--- config.mk ---
export PLATFORM = sky130hd
export DESIGN_NAME = axi_ldb_s
export DESIGN_NICKNAME = d
export VERILOG_FILES = /design/src/rtl/axi_ldb_s.sv
export SDC_FILE = /design/constraint.sdc
export NUM_CORES = 1
export LEC_CHECK = 0
export ABC_AREA = 1
export CELL_PAD_IN_SITES_DETAIL_PLACEMENT = 0
export CELL_PAD_IN_SITES_GLOBAL_PLACEMENT = 1
export CORE_MARGIN = 1.5
export CORE_UTILIZATION = 36
export DETAILED_ROUTE_END_ITERATION = 8
export GPL_ROUTABILITY_DRIVEN = 0
export HOLD_SLACK_MARGIN = 0.1
export PLACE_DENSITY_LB_ADDON = 0.12
export SYNTH_ARGS = -nofsm -noshare
export SYNTH_HDL_FRONTEND = slang
export SYNTH_SLANG_ARGS = --single-unit
--- constraint.sdc ---
create_clock -name clk -period 2.7 [get_ports clk]
set_input_delay 0.405 -clock clk [delete_from_list [all_inputs] [get_ports clk]]
set_output_delay 0.405 -clock clk [all_outputs]
set_load 0.005 [all_outputs]
--- src/rtl/axi_ldb_s.sv ---
// AXI read-channel forwarder: one burst at a time, 2-entry R buffer,
// local rlast generation with downstream rlast checking and stall timeout.
module axi_ldb_s #(
    parameter int ADDR_WIDTH = 32,
    parameter int DATA_WIDTH = 128,
    parameter int TIMEOUT    = 100
) (
    input  logic                  clk,
    input  logic                  rst_n,
    input  logic                  s_arvalid,
    input  logic [ADDR_WIDTH-1:0] s_araddr,
    input  logic [7:0]            s_arlen,
    input  logic [2:0]            s_arsize,
    input  logic [1:0]            s_arburst,
    output logic                  s_arready,
    output logic                  s_rvalid,
    output logic [DATA_WIDTH-1:0] s_rdata,
    output logic [1:0]            s_rresp,
    output logic                  s_rlast,
    input  logic                  s_rready,
    output logic                  m_arvalid,
    output logic [ADDR_WIDTH-1:0] m_araddr,
    output logic [7:0]            m_arlen,
    output logic [2:0]            m_arsize,
    output logic [1:0]            m_arburst,
    input  logic                  m_arready,
    input  logic                  m_rvalid,
    input  logic [DATA_WIDTH-1:0] m_rdata,
    input  logic [1:0]            m_rresp,
    input  logic                  m_rlast,
    output logic                  m_rready,
    output logic                  err_timeout,
    output logic                  err_rlast
);

    typedef enum logic [1:0] {
        ST_IDLE   = 2'd0,
        ST_FWD_AR = 2'd1,
        ST_FWD_R  = 2'd2
    } state_e;

    localparam logic [6:0] TIMEOUT_C = 7'(TIMEOUT);

    state_e                state_q, state_d;
    logic                  s_arready_q, s_arready_d;
    logic                  m_arvalid_q, m_arvalid_d;
    logic [ADDR_WIDTH-1:0] m_araddr_q, m_araddr_d;
    logic [7:0]            m_arlen_q, m_arlen_d;
    logic [2:0]            m_arsize_q, m_arsize_d;
    logic [1:0]            m_arburst_q, m_arburst_d;
    logic [7:0]            beat_cnt_q, beat_cnt_d;
    logic [6:0]            wait_cnt_q, wait_cnt_d;
    logic                  term_q, term_d;
    logic [1:0]            cnt_q, cnt_d;
    logic                  wr_ptr_q, wr_ptr_d;
    logic                  rd_ptr_q, rd_ptr_d;
    logic [DATA_WIDTH-1:0] fifo_data_q [0:1];
    logic [DATA_WIDTH-1:0] fifo_data_d [0:1];
    logic [1:0]            fifo_resp_q [0:1];
    logic [1:0]            fifo_resp_d [0:1];
    logic                  fifo_last_q [0:1];
    logic                  fifo_last_d [0:1];
    logic                  err_timeout_q, err_timeout_d;
    logic                  err_rlast_q, err_rlast_d;

    logic ar_hs_s;
    logic m_rready_s;
    logic push_s;
    logic pop_s;
    logic exp_last_s;
    logic mism_s;
    logic head_last_s;
    logic r_idle_s;

    // m_rready depends only on registered state so no input reaches it combinationally.
    assign m_rready_s  = (state_q == ST_FWD_R) && (cnt_q < 2'd2) && !term_q;
    assign ar_hs_s     = s_arvalid && s_arready_q;
    assign push_s      = m_rvalid && m_rready_s;
    assign pop_s       = (cnt_q != 2'd0) && s_rready;
    assign exp_last_s  = (beat_cnt_q == m_arlen_q);
    assign mism_s      = (m_rlast != exp_last_s);
    assign head_last_s = fifo_last_q[rd_ptr_q];
    assign r_idle_s    = (cnt_q == 2'd0) && !m_rvalid && !term_q;

    // Next-state, capture, FIFO and error-pulse logic.
    always_comb begin
        state_d       = state_q;
        s_arready_d   = s_arready_q;
        m_arvalid_d   = m_arvalid_q;
        m_araddr_d    = m_araddr_q;
        m_arlen_d     = m_arlen_q;
        m_arsize_d    = m_arsize_q;
        m_arburst_d   = m_arburst_q;
        beat_cnt_d    = beat_cnt_q;
        wait_cnt_d    = wait_cnt_q;
        term_d        = term_q;
        cnt_d         = cnt_q;
        wr_ptr_d      = wr_ptr_q;
        rd_ptr_d      = rd_ptr_q;
        fifo_data_d   = fifo_data_q;
        fifo_resp_d   = fifo_resp_q;
        fifo_last_d   = fifo_last_q;
        err_timeout_d = 1'b0;
        err_rlast_d   = 1'b0;

        case (state_q)
            ST_IDLE: begin
                if (ar_hs_s) begin
                    m_araddr_d  = s_araddr;
                    m_arlen_d   = s_arlen;
                    m_arsize_d  = s_arsize;
                    m_arburst_d = s_arburst;
                    m_arvalid_d = 1'b1;
                    s_arready_d = 1'b0;
                    beat_cnt_d  = 8'd0;
                    wait_cnt_d  = 7'd0;
                    state_d     = ST_FWD_AR;
                end else begin
                    s_arready_d = 1'b1;
                end
            end
            ST_FWD_AR: begin
                if (m_arready) begin
                    m_arvalid_d = 1'b0;
                    state_d     = ST_FWD_R;
                end else if (wait_cnt_q >= TIMEOUT_C) begin
                    m_arvalid_d   = 1'b0;
                    err_timeout_d = 1'b1;
                    s_arready_d   = 1'b1;
                    state_d       = ST_IDLE;
                end else begin
                    wait_cnt_d = wait_cnt_q + 7'd1;
                end
            end
            ST_FWD_R: begin
                if (push_s) begin
                    fifo_data_d[wr_ptr_q] = m_rdata;
                    fifo_resp_d[wr_ptr_q] = mism_s ? 2'b10 : m_rresp;
                    fifo_last_d[wr_ptr_q] = exp_last_s || m_rlast;
                    wr_ptr_d   = ~wr_ptr_q;
                    beat_cnt_d = beat_cnt_q + 8'd1;
                    err_rlast_d = mism_s;
                    if (exp_last_s || m_rlast) begin
                        term_d = 1'b1;
                    end else begin
                        term_d = term_q;
                    end
                end else begin
                    wr_ptr_d = wr_ptr_q;
                end
                if (pop_s) begin
                    rd_ptr_d = ~rd_ptr_q;
                end else begin
                    rd_ptr_d = rd_ptr_q;
                end
                cnt_d = cnt_q + {1'b0, push_s} - {1'b0, pop_s};

                // The last beat is always the tail, so popping it empties the buffer.
                if (pop_s && head_last_s) begin
                    term_d      = 1'b0;
                    cnt_d       = 2'd0;
                    s_arready_d = 1'b1;
                    state_d     = ST_IDLE;
                end else if (r_idle_s) begin
                    if (wait_cnt_q >= TIMEOUT_C) begin
                        cnt_d         = 2'd0;
                        rd_ptr_d      = wr_ptr_q;
                        err_timeout_d = 1'b1;
                        s_arready_d   = 1'b1;
                        state_d       = ST_IDLE;
                    end else begin
                        wait_cnt_d = wait_cnt_q + 7'd1;
                    end
                end else begin
                    wait_cnt_d = wait_cnt_q;
                end
            end
            default: begin
                state_d = ST_IDLE;
            end
        endcase
    end

    // State and datapath registers, cleared asynchronously.
    always_ff @(posedge clk or negedge rst_n) begin
        if (!rst_n) begin
            state_q        <= ST_IDLE;
            s_arready_q    <= 1'b0;
            m_arvalid_q    <= 1'b0;
            m_araddr_q     <= '0;
            m_arlen_q      <= 8'd0;
            m_arsize_q     <= 3'd0;
            m_arburst_q    <= 2'd0;
            beat_cnt_q     <= 8'd0;
            wait_cnt_q     <= 7'd0;
            term_q         <= 1'b0;
            cnt_q          <= 2'd0;
            wr_ptr_q       <= 1'b0;
            rd_ptr_q       <= 1'b0;
            fifo_data_q[0] <= '0;
            fifo_data_q[1] <= '0;
            fifo_resp_q[0] <= 2'd0;
            fifo_resp_q[1] <= 2'd0;
            fifo_last_q[0] <= 1'b0;
            fifo_last_q[1] <= 1'b0;
            err_timeout_q  <= 1'b0;
            err_rlast_q    <= 1'b0;
        end else begin
            state_q       <= state_d;
            s_arready_q   <= s_arready_d;
            m_arvalid_q   <= m_arvalid_d;
            m_araddr_q    <= m_araddr_d;
            m_arlen_q     <= m_arlen_d;
            m_arsize_q    <= m_arsize_d;
            m_arburst_q   <= m_arburst_d;
            beat_cnt_q    <= beat_cnt_d;
            wait_cnt_q    <= wait_cnt_d;
            term_q        <= term_d;
            cnt_q         <= cnt_d;
            wr_ptr_q      <= wr_ptr_d;
            rd_ptr_q      <= rd_ptr_d;
            fifo_data_q   <= fifo_data_d;
            fifo_resp_q   <= fifo_resp_d;
            fifo_last_q   <= fifo_last_d;
            err_timeout_q <= err_timeout_d;
            err_rlast_q   <= err_rlast_d;
        end
    end

    assign s_arready   = s_arready_q;
    assign s_rvalid    = (cnt_q != 2'd0);
    assign s_rdata     = fifo_data_q[rd_ptr_q];
    assign s_rresp     = fifo_resp_q[rd_ptr_q];
    assign s_rlast     = fifo_last_q[rd_ptr_q];
    assign m_arvalid   = m_arvalid_q;
    assign m_araddr    = m_araddr_q;
    assign m_arlen     = m_arlen_q;
    assign m_arsize    = m_arsize_q;
    assign m_arburst   = m_arburst_q;
    assign m_rready    = m_rready_s;
    assign err_timeout = err_timeout_q;
    assign err_rlast   = err_rlast_q;

endmodule
After elaboration in Yosys (flattened, before gate mapping)
Cells that the tools add are included.

Mux-type cells: 61. Reductions and logical operators: 28. $add $sub $neg: 4. Eq/ne operators: 11. Bitwise logic cells: 4. Magnitude comparators: 5.

Operators with widths (count): 2-to-1 mux 128 bit (4); bitwise mux 256 bit (1); demux 128 bit (select 1 bit) (1); 2-to-1 mux 7 bit (5); 2-to-1 mux 2 bit (13); 2-to-1 mux 1 bit (25); case mux 7 bit (3 select lines) (1); 2-to-1 mux 8 bit (2); case mux 8 bit (2 select lines) (1); AND reduction 3 bit (4); != test 2 bit, second input constant (5); nonzero test 2 bit (5); logical AND 1 bit (9); adder 8 x 1 -> 8 bit, second input constant (1); == test 8 bit (1); adder 7 x 1 -> 7 bit, second input constant (1); greater-or-equal comparator 7 bit, second input constant (1); case mux 2 bit (3 select lines) (1); AND reduction 2 bit (3); AND reduction 5 bit (1); bitwise mux 4 bit (1); greater-or-equal comparator 2 bit, second input constant (2); logical NOT 2 bit (2); inverter 1 -> 2 bit (2); other kinds (18) (21).

Bits in registers: 333. Output and inout bits: 182. Input port bits: 182. Word-level logic and storage cells: 134.

Logic depth before layout (Yosys ltp)
Depth after elaboration: 9. Depth in mapped cells: 14. Mapped depth without buffers: 11.

Worst setup path before layout
OpenSTA, ideal clock, no wires.

Kind: flip-flop to flip-flop. Start point: register state_q[0]. End point: register cnt_q[1]. Library setup time: 127 ps. Cell stages (with the launch flop): 15. Path buffers: 3. Period minus slack after synthesis: 2492 ps. Required time: 2573 ps. Arrival: 2365 ps. Path slack: 208 ps. Cells stage by stage: dfrtp_1 inv_1 ha_1 inv_2 nor3_4 nand2_2 buf_2 buf_6 buf_2 ha_1 inv_1 ha_1 xnor2_1 xor2_1 o21ai_0.

Cells in the longest elaborated chain, start to end: 9.

Ends and longest elaborated chain: from (decl) (line 44) `state_e state_q, state_d;`; from (signal assigned) (line 209) `state_q <= state_d;`; == test 2 bit (*) (line 76) `assign m_rready_s = (state_q == ST_FWD_R) && (cnt_q < 2'd2) && !term_q;`; logical AND 1 bit (*) (2 in a row) (line 76); named net m_rready (line 31) `output logic m_rready,`; logical AND 1 bit (*) (line 78) `assign push_s = m_rvalid && m_rready_s;`; adder 2 x 1 -> 2 bit (*) (line 156) `cnt_d = cnt_q + {1'b0, push_s} - {1'b0, pop_s};`; subtractor 2 x 1 -> 2 bit (*) (line 156); 2-to-1 mux 2 bit (line 165) `if (wait_cnt_q >= TIMEOUT_C) begin`; 2-to-1 mux 2 bit (*) (line 164) `end else if (r_idle_s) begin`; 2-to-1 mux 2 bit (*) (line 159) `if (pop_s && head_last_s) begin`; to (signal assigned) (line 219) `cnt_q <= cnt_d;`; to (decl) (line 54) `logic [1:0] cnt_q, cnt_d;`.

The timed path passes the listed nets; every way through them passes the cells marked *. A chain may end at the register's enable or synchronous reset.

Worst setup path in the final report
Start point: register rd_ptr_q. End point: output s_rdata[18].

Cells in the longest elaborated chain, start to end: 4.

Ends and longest elaborated chain: from (decl) (line 56) `logic rd_ptr_q, rd_ptr_d;`; from (signal assigned) (line 221) `rd_ptr_q <= rd_ptr_d;`; inverter 1 -> 2 bit (implied by the code) (line 232) `assign s_rdata = fifo_data_q[rd_ptr_q];`; 2-to-1 mux 128 bit (implied by the code) (3 in a row) (line 232); to (decl) (line 17) `output logic [DATA_WIDTH-1:0] s_rdata,`.

Every way passes these cells. The select of a mux whose other input is x is not followed.

==> results <==
==> state kept, by name (all words and copies together) (netlist names), 3 cells and up <==
name / flops
wait_cnt_q: 7
m_araddr: 32
fifo_data_q: 256
beat_cnt_q: 8
fifo_resp_q: 4
m_arsize: 3
m_arlen: 8
==> critical path, cell delays in order (launching register included) <==
cell and delay, ns:
sky130_fd_sc_hd__dfrtp_4 0.50, sky130_fd_sc_hd__buf_12 0.21, sky130_fd_sc_hd__o21ai_0 0.41, sky130_fd_sc_hd__clkdlybuf4s50_1 0.61
==> layer usage <==
layer / vias up / track usage (%)
li1: 6450 / -
met1: 6059 / 28.1
met2: 376 / 31.2
met3: 77 / 6.39
met4: 10 / 6.21
met5: - / 0
==> layout make-up <==
cell class / instances / area (um2)
Clock inverter: 11 / 113
Sequential cell: 333 / 8340
Fill cell: 3943 / 20300
Tap cell: 532 / 666
Antenna cell: 1 / 2.50
Clock buffer: 59 / 1170
Multi-Input combinational cell: 1231 / 5430
Timing Repair Buffer: 395 / 4080
Inverter: 175 / 659
==> power by group through the flow <==
stage	sequential, mW	clock [mW]	combinational (mW)
3_3_place_gp	8.02	0	9.75
2_1_floorplan	7.87	0	4.22
3_5_place_dp	8.06	0	9.85
5_1_grt	8.24	5.65	11.0
4_1_cts	8.00	5.46	9.91
6_report	7.98	5.29	9.83
==> metrics by stage <==
stage                     setup WS (ns)  utilization, %  hold WS (ns)
after floorplan                   0.208               -         0.109
after global placement            0.439            46.9         0.402
after detailed placement          0.337            46.9         0.402
after CTS                      -0.00130            50.1         0.360
after global routing            -0.0723            50.2         0.380
final                            0.0171            50.2         0.395
==> cell usage after synthesis, types with 7 or more instances <==
library cell | count | area share (%)
sky130_fd_sc_hd__nand2_1 | 732 | 18
sky130_fd_sc_hd__nand3_1 | 19 | 0.64
sky130_fd_sc_hd__o21ai_0 | 398 | 13
sky130_fd_sc_hd__ha_1 | 10 | 0.84
sky130_fd_sc_hd__dfrtp_1 | 333 | 56
sky130_fd_sc_hd__nor2_1 | 19 | 0.48
sky130_fd_sc_hd__xor2_1 | 9 | 0.53
sky130_fd_sc_hd__buf_2 | 31 | 1.0
sky130_fd_sc_hd__clkbuf_1 | 77 | 1.9
sky130_fd_sc_hd__nand4_1 | 8 | 0.34
sky130_fd_sc_hd__a21oi_1 | 7 | 0.24
sky130_fd_sc_hd__xnor2_1 | 9 | 0.53
sky130_fd_sc_hd__inv_1 | 173 | 4.4
==> worst max-delay path by stage <==
stage | start | depth (start not counted) | to | slack (ns)
floorplan | state_q[0]$_DFFE_PN0P_ | 14 | cnt_q[1]$_DFFE_PN0N_ | 0.21
global placement | state_q[0]$_DFFE_PN0P_ | 8 | fifo_data_q[206]$_DFFE_PN0P_ | 0.44
CTS | rd_ptr_q$_DFFE_PN0N_ | 4 | s_rdata[33] | -0.001
detailed placement | state_q[0]$_DFFE_PN0P_ | 8 | fifo_data_q[223]$_DFFE_PN0P_ | 0.34
global route | rd_ptr_q$_DFFE_PN0N_ | 5 | s_rdata[8] | -0.07
finish | rd_ptr_q$_DFFE_PN0N_ | 3 | s_rdata[18] | 0.02
==> what timing repair did <==
item                                   4_1_cts  5_1_grt
setup endpoints to repair                   26       40
cloned                                       0        1
gates resized for setup                     15       21
endpoints found under the hold margin       53        0
buffers inserted                             0        0
hold buffers                                 1        0
==> cell families after synthesis <==
family,Yosys count,share of synthesized area (%)
AND/OR/NAND/NOR,787,20.4
AO/OA/AOI/OAI,416,14.1
flip-flops,333,56.1
buffers and inverters,286,7.53
XOR/XNOR,18,1.06
adder cells (fa/ha/maj),10,0.842
==> results summary <==
The flow ran to the end, and the final reports show no timing, DRC or antenna violations. The number of port buffers came out at between 300 and 400. The register-to-register setup slack is ~0.30 ns.

The number of setup violations in the final report is 0. The hold path depth is 3. The worst register-to-register path ends at fifo_data_q[168]$_DFFE_PN0P_. The post-route minimum period is 2.68 ns. The detail-routed net length per standard cell is 16.2 um. The number of buffers inserted during clock tree synthesis came out at 39.

Synthesis produced a netlist with a net count of 2042. The maximum clock frequency came out at approximately 370 MHz. The initial antenna violation count is 6. The site row count came out at 74. The analysis attributes to net switching a power of between 7 and 8 mW. For this run, the detailed router's first-pass iteration total came to 5. Wires add up to around 44000 um. The die covers approximately 43000 um2. The cell leakage power is roughly 9.7 nW. The post-detailed-placement half-perimeter wirelength came out at between 20000 and 30000 um. The setup TNS after final layout came out at 0 ns. The max-slew violation count came to 0. The launching element type of the critical path is a flop. The highest metal layer with signal wires is met5. Per report_power, the combinational group accounts for 42.6% of the total. The slew of the pin with the lowest slew margin is between 0.9 and 1 ns. The worst setup path is of the flop to output port kind. The starting utilization of the core area is around 36%. TritonCTS built the clock tree. The sequential element share of the synthesized area came out at 56.1%.

The ratio of routed vias to standard cells is 4.74. The remaining design rule violation count came out at 0. Of the total power, the clock network draws between 20% and 30%.

The gate count of the mapped netlist is 1850. The clock latency on the worst-skew pair came out at roughly 0.54 ns. The data required time of the worst path came out at between 2 and 2.5 ns. The synthesized area divided by synthesized cell count came out at 8.03 um2.

The total length of routed met3 wires came out at ~3400 um. The largest net degree at the start of global routing came out at approximately 210. The met2 wire length is between 15000 and 20000 um. The die is a little over 200 um wide. The largest fanout on the critical path is slightly above 50. The total grt overflow is 0.

The first-iteration detailed-routing DRC count came out at 824. In the final routing, the length of wire on met1 measures between 15000 and 20000 um. The depth of the worst register-to-register path came out at 8. The first global-routing pass estimated between 60000 and 70000 um of wire.

The via count of the first global-routing pass is between 10000 and 15000. Counting every sink on the clock net gives 333. The cell sitting at the root of the clock tree is a sky130_fd_sc_hd__clkbuf_16. The residual antenna-violating net count after detailed routing is 0. The final period utilization came out at between 90% and 100%. The count of endpoints failing hold in the final timing report came out at 0. Across the VDD grid, the largest voltage drop is 0.000545 V. The startpoint identified for the worst hold timing path is s_arsize[0].

After synthesis the netlist holds a flip-flop and latch count of between 300 and 400. The register share of total power is roughly 35%. For this design the top-level I/O count stands at roughly 360.

The cell-internal power is 15.1 mW. The die extent in y came out at 206 um. The element type at the critical path end is an output port. The growth of design area from synthesis to finish came out at 37.7%. The share of layout cells above drive strength 1 is under 10%. Of the total power, the share spent switching nets is roughly 34%. The completed layout was analyzed and its total power is about 23 mW. The area of the mapped netlist is about 15000 um2. The placed instances occupy a cell area of between 15000 and 20000 um2. The tool flagged a number of max-cap violations equal to 0. Once layout is done, the placed cells without fillers occupy between 20000 and 25000 um2. The worst hold path terminates at m_arsize[0]$_DFFE_PN0P_. The total area inside the core boundary comes to about 41000 um2.

The number of H-tree levels is 2. The Yosys step of the flow raised 0 warnings. The worst pin sits at a relative slew slack of 39.7%.

The flip-flop cell with the highest count after synthesis is sky130_fd_sc_hd__dfrtp_1. The number of nets in the final layout is between 2000 and 2500. The buffer levels on the longest clock path came out at 3. The clock transition time at the flip-flop clock pins of the worst setup and hold paths came out at roughly 0.060 ns. Dividing total power by cell area gives a power density of 1130 nW/um2. The min-delay analysis places its worst path in the category input port to flop.

Leaving out fill and tap cells, the most frequent cells in the layout are 732 x sky130_fd_sc_hd__nand2_1, 378 x sky130_fd_sc_hd__o21ai_0, 351 x sky130_fd_sc_hd__clkdlybuf4s50_1, 332 x sky130_fd_sc_hd__dfrtp_1, 172 x sky130_fd_sc_hd__inv_1. The number of instances in the placed design is ~2700. Setup repair after global routing could not meet its margin everywhere.

Between clock sinks in the finished design, the worst skew comes to roughly 0.018 ns. The count of flip-flops with a built-in enable after synthesis is 0. The data arrival at the endpoint of the critical path is about 2.3 ns. The most common cell after layout, fill and taps aside is sky130_fd_sc_hd__nand2_1. The beginning of the worst register-to-register path is state_q[0]$_DFFE_PN0P_. The via count of the routed design is 13000. The number of cells in the finished layout apart from fillers came out at ~2700. The number of library cell types mapped by synthesis came out at 27.

The total routing usage reported by global routing came out at between 20% and 30%. The share of flip-flops with an asynchronous set or reset is 100%.
No activity file was read; power rests on OpenSTA's default activity.
